## config.mk

```make
export PLATFORM = sky130hd
export DESIGN_NAME = pixel_compositor
export DESIGN_NICKNAME = d
export VERILOG_FILES = /design/src/rtl/gfx_pkg.sv /design/src/rtl/delay_line.sv /design/src/rtl/pixel_compositor.sv
export SDC_FILE = /design/constraint.sdc
export NUM_CORES = 1
export LEC_CHECK = 0
export BUFFER_PORTS_ARGS = -buffer_cell sky130_fd_sc_hd__buf_2
export CAP_MARGIN = 20
export CORE_MARGIN = 1
export CORE_UTILIZATION = 40
export CTS_CLUSTER_DIAMETER = 200
export CTS_CLUSTER_SIZE = 40
export DETAILED_ROUTE_END_ITERATION = 12
export PLACE_DENSITY = 0.82
export SETUP_SLACK_MARGIN = 0.15
export SLEW_MARGIN = 15
export SYNTH_ARGS = -nofsm -noshare
export SYNTH_HDL_FRONTEND = slang
export SYNTH_HIERARCHICAL = 1
export SYNTH_SLANG_ARGS = --single-unit
```

## constraint.sdc

```tcl
create_clock -name clk -period 2.37 [get_ports clk]
set_clock_uncertainty 0.1 [all_clocks]
set_input_delay 0.237 -clock clk [delete_from_list [all_inputs] [get_ports clk]]
set_output_delay 0.237 -clock clk [all_outputs]
set_load 0.01 [all_outputs]
```

## src/rtl/gfx_pkg.sv

```systemverilog
`default_nettype none
// +----------------------------------------------------------------------+
// | gfx_pkg: shared pixel-pipeline constants, types and helpers           |
// | Rev 1.0                                                               |
// +----------------------------------------------------------------------+
package gfx_pkg;

  localparam int PIXEL_W = 12;
  localparam logic [PIXEL_W-1:0] KEY_COLOR_DEFAULT = 12'h0F0;
  localparam logic [9:0] FRAME_END_V = 10'd480;

  localparam int LAYER_BG  = 0;
  localparam int LAYER_TER = 1;
  localparam int LAYER_P2  = 2;
  localparam int LAYER_P1  = 3;
  localparam int NUM_LAYERS = 4;

  // Control bits that travel through the ROM-latency delay line together.
  typedef struct packed {
    logic frame_end;
    logic p2_en;
    logic p1_en;
    logic ter_en;
    logic valid;
  } ctrl_t;

  function automatic logic is_opaque(
    input logic               en,
    input logic [PIXEL_W-1:0] pix,
    input logic [PIXEL_W-1:0] key
  );
    return en && (pix != key);
  endfunction

endpackage
`default_nettype wire

```

## src/rtl/delay_line.sv

```systemverilog
`default_nettype none
// +----------------------------------------------------------------------+
// | delay_line: DEPTH-stage register chain, cleared by synchronous reset  |
// | Rev 1.0                                                               |
// +----------------------------------------------------------------------+
module delay_line #(
  parameter int WIDTH = 1,
  parameter int DEPTH = 1
) (
  input  logic             clk,
  input  logic             rst,
  input  logic [WIDTH-1:0] i_d,
  output logic [WIDTH-1:0] o_q
);

  logic [DEPTH-1:0][WIDTH-1:0] r_pipe;

  if (DEPTH == 1) begin : g_single
    always_ff @(posedge clk) begin
      if (!rst) begin
        r_pipe <= '0;
      end else begin
        r_pipe[0] <= i_d;
      end
    end
  end else begin : g_multi
    always_ff @(posedge clk) begin
      if (!rst) begin
        r_pipe <= '0;
      end else begin
        r_pipe <= {r_pipe[DEPTH-2:0], i_d};
      end
    end
  end

  assign o_q = r_pipe[DEPTH-1];

endmodule
`default_nettype wire

```

## src/rtl/pixel_compositor.sv

```systemverilog
`default_nettype none
// +----------------------------------------------------------------------+
// | pixel_compositor: layer priority mux with chroma key, plus per-frame  |
// | pixel-exact collision flags.                              Rev 1.0     |
// +----------------------------------------------------------------------+
module pixel_compositor
  import gfx_pkg::*;
#(
  parameter int                 ROM_LATENCY = 1,
  parameter logic [PIXEL_W-1:0] KEY_COLOR   = KEY_COLOR_DEFAULT
) (
  input  logic               clk,
  input  logic               rst,
  input  logic               valid,
  input  logic [9:0]         vga_h,
  input  logic [9:0]         vga_v,
  input  logic [PIXEL_W-1:0] bg_data,
  input  logic               ter_en,
  input  logic [PIXEL_W-1:0] ter_data,
  input  logic               p1_en,
  input  logic [PIXEL_W-1:0] p1_data,
  input  logic               p2_en,
  input  logic [PIXEL_W-1:0] p2_data,
  output logic [PIXEL_W-1:0] rgb,
  output logic               collision_with_player1,
  output logic               collision_with_player2,
  output logic               collision_players,
  output logic               frame_done
);

  ctrl_t                 w_ctrl_in;
  ctrl_t                 w_ctrl_d;
  logic [NUM_LAYERS-1:0] w_opaque;
  logic [PIXEL_W-1:0]    w_pix_sel;
  logic                  w_hit_p1t;
  logic                  w_hit_p2t;
  logic                  w_hit_pp;
  logic                  r_acc_p1t;
  logic                  r_acc_p2t;
  logic                  r_acc_pp;

  assign w_ctrl_in.frame_end = (vga_h == 10'd0) && (vga_v == FRAME_END_V);
  assign w_ctrl_in.p2_en     = p2_en;
  assign w_ctrl_in.p1_en     = p1_en;
  assign w_ctrl_in.ter_en    = ter_en;
  assign w_ctrl_in.valid     = valid;

  delay_line #(
    .WIDTH ($bits(ctrl_t)),
    .DEPTH (ROM_LATENCY)
  ) u_ctrl_dly (
    .clk (clk),
    .rst (rst),
    .i_d (w_ctrl_in),
    .o_q (w_ctrl_d)
  );

  assign w_opaque[LAYER_BG]  = w_ctrl_d.valid;
  assign w_opaque[LAYER_TER] = is_opaque(w_ctrl_d.ter_en, ter_data, KEY_COLOR);
  assign w_opaque[LAYER_P2]  = is_opaque(w_ctrl_d.p2_en,  p2_data,  KEY_COLOR);
  assign w_opaque[LAYER_P1]  = is_opaque(w_ctrl_d.p1_en,  p1_data,  KEY_COLOR);

  always_comb begin
    w_pix_sel = '0;
    if (w_ctrl_d.valid) begin
      if (w_opaque[LAYER_P1]) begin
        w_pix_sel = p1_data;
      end else if (w_opaque[LAYER_P2]) begin
        w_pix_sel = p2_data;
      end else if (w_opaque[LAYER_TER]) begin
        w_pix_sel = ter_data;
      end else begin
        w_pix_sel = bg_data;
      end
    end
  end

  assign w_hit_p1t = w_opaque[LAYER_P1] && w_opaque[LAYER_TER];
  assign w_hit_p2t = w_opaque[LAYER_P2] && w_opaque[LAYER_TER];
  assign w_hit_pp  = w_opaque[LAYER_P1] && w_opaque[LAYER_P2];

  // Frame end takes precedence, so a coincident set is dropped with the clear.
  always_ff @(posedge clk) begin
    if (!rst) begin
      rgb                    <= '0;
      frame_done             <= 1'b0;
      collision_with_player1 <= 1'b0;
      collision_with_player2 <= 1'b0;
      collision_players      <= 1'b0;
      r_acc_p1t              <= 1'b0;
      r_acc_p2t              <= 1'b0;
      r_acc_pp               <= 1'b0;
    end else begin
      rgb        <= w_pix_sel;
      frame_done <= w_ctrl_d.frame_end;
      if (w_ctrl_d.frame_end) begin
        collision_with_player1 <= r_acc_p1t;
        collision_with_player2 <= r_acc_p2t;
        collision_players      <= r_acc_pp;
        r_acc_p1t              <= 1'b0;
        r_acc_p2t              <= 1'b0;
        r_acc_pp               <= 1'b0;
      end else if (w_ctrl_d.valid) begin
        r_acc_p1t <= r_acc_p1t | w_hit_p1t;
        r_acc_p2t <= r_acc_p2t | w_hit_p2t;
        r_acc_pp  <= r_acc_pp  | w_hit_pp;
      end
    end
  end

endmodule
`default_nettype wire

```

==> impl_metrics.tcl, run 1 <==
set metrics [dict create \
    placementRows 20 \
    hold_path.class "in -> reg" \
    final_nets 304 \
    layout.cell_area.non_filler_um2 1830 \
    timing.slew.headroom 0.506 \
    yosys_most_used_dff "dfxtp_1" \
    synthesis_stage_register_bit_count 24 \
    cellLeakagePower_nw 0.816 \
    finalMaxSlewViolations 0 \
    place.gp.congestion 0.924 \
    clock_latency_ns 0.32 \
    vias 1490 \
    tns_ns 0 \
    clkTransAtPathRegs_ns 0.14 \
    numClockSinks 24 \
    floorplan.initialDensity 0.421 \
    drt-wirelength-per-cell_um 14.4 \
    critical_path_fanout_max 13 \
    syn-mean-instance-area_um2 9.37 \
    seq_area_frac_synth 0.377 \
    maximum_number_of_pins_on_one_net_before_global_route_repair 15 \
    core-area_um2 3030 \
    synth.net_count 210 \
    fp.dieW_um 58.4 \
    first_global_vias 1396 \
    cts_resized 0 \
    globalRouteOverflowTotal 0 \
    cts_max_level 1 \
    area_fraction_of_the_dominant_cell_type_after_synthesis 0.377 \
    placement.io_buffers 89 \
    postSynth.asyncResetShare 0 \
    global_route_wire_length_before_repair_mm 6.20 \
    dieHeight_um 58.4 \
    detail_route.wirelength_mm 3.93 \
    ctsRootBufferMaster "clkbuf_4" \
    grt_antenna_before_repair 0 \
    max_freq_mhz 513 \
    final.fill_count 284 \
    dpl_cell_area_um2 1770 \
    worstPathRequired_ns 2.54 \
    ir_worst_vdd_uv 328 \
    die_area_um2 3410 \
    worst_setup_path_start_kind "flip-flop" \
    num_ports 90 \
    max_cap_violations 0 \
    run_status "complete, no violations" \
    drcViolationCount 0 \
    initialDrtViolationCount 101 \
    insertedDiodeCount 0 \
    power-per-cell-area_nw_per_um2 484 \
    dp.final_hpwl_mm 3.07 \
    tritoncts_clock_tree "built" \
    drt_pass1_iterations 5 \
    total_power_uw 888 \
    grt_setup_unrepaired "no" \
    post_synth_num_cell_types 44 \
    worst_slew_pin_slew_ns 0.731 \
    cts_made_buffers 3 \
    synthesis.yosys.warnings 6 \
    gate_count_post_synth 136 \
    syn_to_final_growth_pct 44.0 \
    synthesis.area_um2 1270 \
    yosys-top-cells-area "dfxtp_1, a221oi_1, nand2_1" \
    post_route_cells_drive_above_1_share 0.476 \
    worstPathArrival_ns 2.12 \
    track_usage 0.240 \
    depth_of_the_most_critical_reg_to_reg_path 4 \
    min_delay_path_depth 2 \
    detail_route.vias_per_cell 5.46 \
    worst_setup_end_kind "flip-flop" \
    synth_enable_flop_cells 0 \
    critical_path_class "reg -> reg" \
    clockBufferDepth 2 \
    residual_antenna_violating_net_count_after_detailed_routing 0 \
    final-setup-viol-count 0 \
    fin_crit_sh 0.822 \
    yosysTopAreaCell "dfxtp_1" \
    shortest_period_the_worst_path_allows_ns 1.95 \
    finalHoldViolCount 0 \
]
==> registers in the layout, indices dropped and copies added, names as in the netlist <==
name and cells:
collision_with_player1 1, r_acc_p1t 1, collision_players 1, rgb 12
r_acc_p2t 1, u_ctrl_dly/o_q 5, r_acc_pp 1, collision_with_player2 1
frame_done 1
==> critical path, stage by stage (launching register included) <==
cell and delay (ns):
dfxtp_1 0.64, inv_1 0.21, a31o_2 0.35, or3_2 0.47, a21oi_1 0.14
==> per-stage QoR <==
| stage | worst slack [ns] | utilization | std cells | hold WS (ns) |
|---|---|---|---|---|
| after floorplan | 0.531 | - | 136 | 0.245 |
| after global placement | 0.251 | 0.585 | 268 | 0.338 |
| after detailed placement | 0.238 | 0.585 | 268 | 0.349 |
| after CTS | 0.460 | 0.606 | 273 | 0.000950 |
| after global routing | 0.340 | 0.606 | 273 | 0.00480 |
| final | 0.423 | 0.606 | 273 | 0.0114 |
==> final cells by class <==
| class | count | area, µm² | area share |
|---|---|---|---|
| well taps | 44 | 55.1 | 0.0300 |
| clock buffers | 3 | 22.5 | 0.0123 |
| inverters | 4 | 15.0 | 0.00819 |
| clock inverters | 1 | 30.0 | 0.0164 |
| repair buffers | 94 | 485 | 0.265 |
| flip-flops and latches | 24 | 480 | 0.262 |
| multi-input cells | 103 | 746 | 0.407 |
==> synth_stat cells, types with 2 or more instances <==
library cell	n
nor2_1	9
and2_1	7
o21ba_2	2
nor3_1	5
dfxtp_1	24
inv_1	4
a211oi_1	3
buf_2	2
nor4bb_1	2
a221oi_1	7
o21ai_0	3
or4b_1	2
or4b_4	2
nor2b_1	4
nor4_1	4
a31oi_1	4
nand2_1	15
or4bb_1	2
o31ai_1	7
mux2i_1	3
nand2b_1	2
==> cell usage in the layout, fill, tap and decap left out, types with 3 or more instances in the layout <==
cell,instances
a211oi_1,3
a221oi_1,7
a31oi_1,4
and2_1,7
buf_2,89
buf_4,4
clkbuf_4,3
dfxtp_1,24
inv_1,4
mux2i_1,3
nand2_1,15
nor2_1,9
nor2b_1,4
nor3_1,5
nor4_1,4
o21ai_0,3
o31ai_1,7
==> metal layers <==
| layer | vias up | GRT usage | routed length [µm] |
|---|---|---|---|
| met5 | - | 0 | 0 |
| met2 | 101 | 0.425 | 1870 |
| li1 | 713 | - | - |
| met1 | 664 | 0.279 | 1580 |
| met3 | 12 | 0.0571 | 391 |
| met4 | 0 | 0.0918 | 87 |
==> path summary, 6_finish.rpt <==
kind,from,end,slack [ns]
max,u_ctrl_dly/o_q[1],r_acc_p1t,0.42
min,valid,u_ctrl_dly/o_q[0],0.01
max reg2reg,u_ctrl_dly/o_q[1],r_acc_p1t,0.42
min reg2reg,r_acc_p1t,r_acc_p1t,0.37
==> power by group <==
part	internal (mW)	switching, mW
logic	0.0871	0.0786
clock network	0.171	0.127
registers	0.415	0.00842
==> timing repair <==
action | in CTS | in global routing
hold buffers | 1 | 0
hold endpoints to repair | 1 | 0
setup buffers | 0 | 0
==> cells by family after synthesis <==
kind of cell	Yosys count	share of synthesized area
flip-flops	24	0.377
AND/OR/NAND/NOR	61	0.290
buffers and inverters	9	0.0373
multiplexers	3	0.0236
AO/OA/AOI/OAI	39	0.272
Power figures use the tool's default switching activity.
==> inputs of run 2 (changes only) <==
--- a/config.mk
+++ b/config.mk
@@ -5,14 +5,15 @@
 export SDC_FILE = /design/constraint.sdc
 export NUM_CORES = 1
 export LEC_CHECK = 0
+export ABC_AREA = 1
 export BUFFER_PORTS_ARGS = -buffer_cell sky130_fd_sc_hd__buf_2
 export CAP_MARGIN = 20
 export CORE_MARGIN = 1
-export CORE_UTILIZATION = 40
+export CORE_UTILIZATION = 44
 export CTS_CLUSTER_DIAMETER = 200
 export CTS_CLUSTER_SIZE = 40
 export DETAILED_ROUTE_END_ITERATION = 12
-export PLACE_DENSITY = 0.82
+export PLACE_DENSITY = 0.84
 export SETUP_SLACK_MARGIN = 0.15
 export SLEW_MARGIN = 15
 export SYNTH_ARGS = -nofsm -noshare
==> constraint.sdc (replaced) <==
create_clock -name clk -period 1.9 [get_ports clk]
set_clock_uncertainty 0.1 [all_clocks]
set_input_delay 0.19 -clock clk [delete_from_list [all_inputs] [get_ports clk]]
set_output_delay 0.19 -clock clk [all_outputs]
set_load 0.01 [all_outputs]
==> run 2 against run 1 <==
Critical path depth stayed put; largest cell class unchanged; die area is 10% higher; cell area is 13% higher; clock power is 25% higher; worst hold slack better by 0.039 ns; sequential cell count stayed put; non-clock buffer count is 1 higher; combinational power is 46% higher.
==> impl_metrics.tcl, run 2 <==
set metrics [dict create \
    run_status "complete, no violations" \
    initialDrtViolationCount 101 \
    grt.busiest_layer "met2" \
    worstPathRequired_ns 2.06 \
    track_usage 0.222 \
    placementRows 21 \
    post_cts_hold_buffer_count 4 \
    most_common_cell_in_the_netlist "nand2_1" \
    seq_area_frac_synth 0.310 \
    worstPathArrival_ns 1.51 \
    clkPwrFrac 0.326 \
    ctsRootBufferMaster "clkbuf_4" \
    finalHoldViolCount 0 \
    drt_pass1_iterations 4 \
    globalRouteOverflowTotal 0 \
    placement.io_buffers 89 \
    dp.final_hpwl_mm 3.26 \
    worst_setup_path_start_kind "flip-flop" \
    drt-wirelength-per-cell_um 10.9 \
    core-area_um2 3360 \
    cellLeakagePower_nw 1.22 \
    syn-mean-instance-area_um2 6.64 \
    yosys_most_used_dff "dfxtp_1" \
    use_met3 0.0315 \
    power-per-cell-area_nw_per_um2 550 \
    power_frac_seq 0.462 \
    critical-path-max-stage-delay_ns 0.68 \
    first_global_vias 1473 \
    area_fraction_of_the_dominant_cell_type_after_synthesis 0.310 \
    ir_worst_vdd_uv 358 \
    global_route.usage.met2 0.421 \
    switching_component_of_the_power_uw 298 \
    total_power_mw 1.14 \
    yosys-top-cells-area "dfxtp_1, nand2_1, inv_1" \
    place.gp.congestion 0.879 \
    internal_portion_of_total_power_uw 845 \
    final.fill_count 348 \
    maximum_number_of_pins_on_one_net_before_global_route_repair 26 \
    vias 1761 \
    dieHeight_um 61.3 \
    post_route_cells_drive_above_1_share 0.381 \
    synthesis.yosys.warnings 6 \
    yosysTopAreaCell "dfxtp_1" \
    critPathLaunch "u_ctrl_dly/o_q[3]" \
    num_ports 90 \
    most-common-layout-cells "buf_2, nand2_1, inv_1" \
    max_freq_mhz 742 \
    finalMaxSlewViolations 0 \
    final_core_util 0.618 \
    synthesis.area_um2 1550 \
    power.share.switching 0.261 \
    drcViolationCount 0 \
    synthesis_stage_register_bit_count 24 \
    post_cts_setup_bufs 0 \
    cts_made_buffers 3 \
    die_area_um2 3760 \
    clock_latency_ns 0.32 \
    reg_with_most_ffs "rgb" \
    numClockSinks 24 \
    crit-reg2reg-launch "u_ctrl_dly/o_q[3]" \
    floorplan.initialDensity 0.460 \
    final_common_cell "buf_2" \
    max_cap_violations 0 \
    clockBufferDepth 2 \
    syn_to_final_growth_pct 34.4 \
    grt_antenna_before_repair 0 \
    shortest_period_the_worst_path_allows_ns 1.35 \
    detail_route.wirelength_mm 4.02 \
    tns_ns 0 \
    cts_resized 0 \
    synthTopCellsByCount "nand2_1, inv_1, nand3_1" \
    hold_path.class "in -> reg" \
    tritoncts_clock_tree "built" \
    final_nets 398 \
    clkTransAtPathRegs_ns 0.14 \
    crit_path_top_delay_cell "dfxtp_1" \
    hp-start "p1_data[7]" \
    residual_antenna_violating_net_count_after_detailed_routing 0 \
    worst_setup_end_kind "flip-flop" \
    global_route_wire_length_before_repair_mm 6.06 \
    grt_setup_unrepaired "no" \
    critical_path_fanout_max 14 \
    critical_path_class "reg -> reg" \
    comb_power_share 0.212 \
    synth_enable_flop_cells 0 \
    postSynth.asyncResetShare 0 \
    timing.slew.headroom 0.652 \
    worst_slew_pin_slew_ns 0.521 \
    detail_route.vias_per_cell 4.77 \
    cts_max_level 1 \
    worst_path_most_repeated_cell "nor2_1" \
    synth.net_count 307 \
    largest_reg_flops 12 \
    crit_path_cell_trace "nand2_4 -> nor2_1 -> nor2_1 -> nor2_1" \
    post_synth_num_cell_types 24 \
    insertedDiodeCount 0 \
    grt.met1_usage 0.250 \
    fp.dieW_um 61.3 \
    worst-r2r-setup-slack_ns 0.55 \
    gate_count_post_synth 233 \
    final-setup-viol-count 0 \
    fin_crit_sh 0.710 \
]
==> run 2: cell types whose count changed after synthesis, moves of 5 or more <==
cell      change
nor3_1        -5
a21oi_2      +10
o31ai_1       -7
inv_1        +42
a221oi_1      -7
nand2_1      +37
nand3_2      +11
o21ai_0       +6
and2_1        -5
nand3_1      +31
nor2_1       +11
==> run 2: worst paths after layout <==
path	end	cells past startpoint
max	r_acc_p2t	4
min	rgb[7]	3
max reg2reg	r_acc_p2t	4
min reg2reg	collision_with_player2	2
==> run 2: kinds of logic after synthesis <==
logic type	Yosys count	share of synthesized area
DFF	24	0.310
AOI/OAI and AO/OA	25	0.107
and+or+nand+nor	129	0.420
buffers and inverters	55	0.162
==> run 2: metrics by stage <==
stage / hold WS (ns) / setup slack, ns / instances / area, µm²
floorplan: 0.183 / 0.778 / 233 / 1550
CTS: 0.0554 / 0.542 / 369 / 2080
finish: 0.0508 / 0.552 / 369 / 2080
detailed placement: 0.276 / 0.466 / 361 / 1990
global placement: 0.270 / 0.479 / 361 / 1990
global route: 0.0389 / 0.422 / 369 / 2080
==> run 2: final cells by class <==
class,count,area [µm²],share of cell area
tap,46,57.6,0.0277
sequential,24,480,0.231
multi-input combinational,154,816,0.392
timing repair buffer,95,500,0.241
clock inverter,1,30.0,0.0144
inverter,46,173,0.0830
clock buffer,3,22.5,0.0108
==> run 2: power groups by stage <==
stage | Sequential (mW) | Combinational, mW | Clock (mW)
global placement | 0.539 | 0.234 | 0
detailed placement | 0.539 | 0.237 | 0
CTS | 0.528 | 0.244 | 0.374
global route | 0.529 | 0.276 | 0.400
finish | 0.528 | 0.243 | 0.373
floorplan | 0.541 | 0.130 | 0
==> run 2: layer usage <==
layer / vias up / share of wire / routed length, µm
met5: - / 0 / 0
met4: 0 / 0.018 / 73
met3: 8 / 0.064 / 258
met2: 75 / 0.50 / 1990
met1: 770 / 0.42 / 1690
li1: 908 / - / -
==> run 2: worst max-delay path: cells and delay by family, from the launching register on <==
family        cells  cell delay [ns]
simple gates      4             0.51
flops             1             0.68
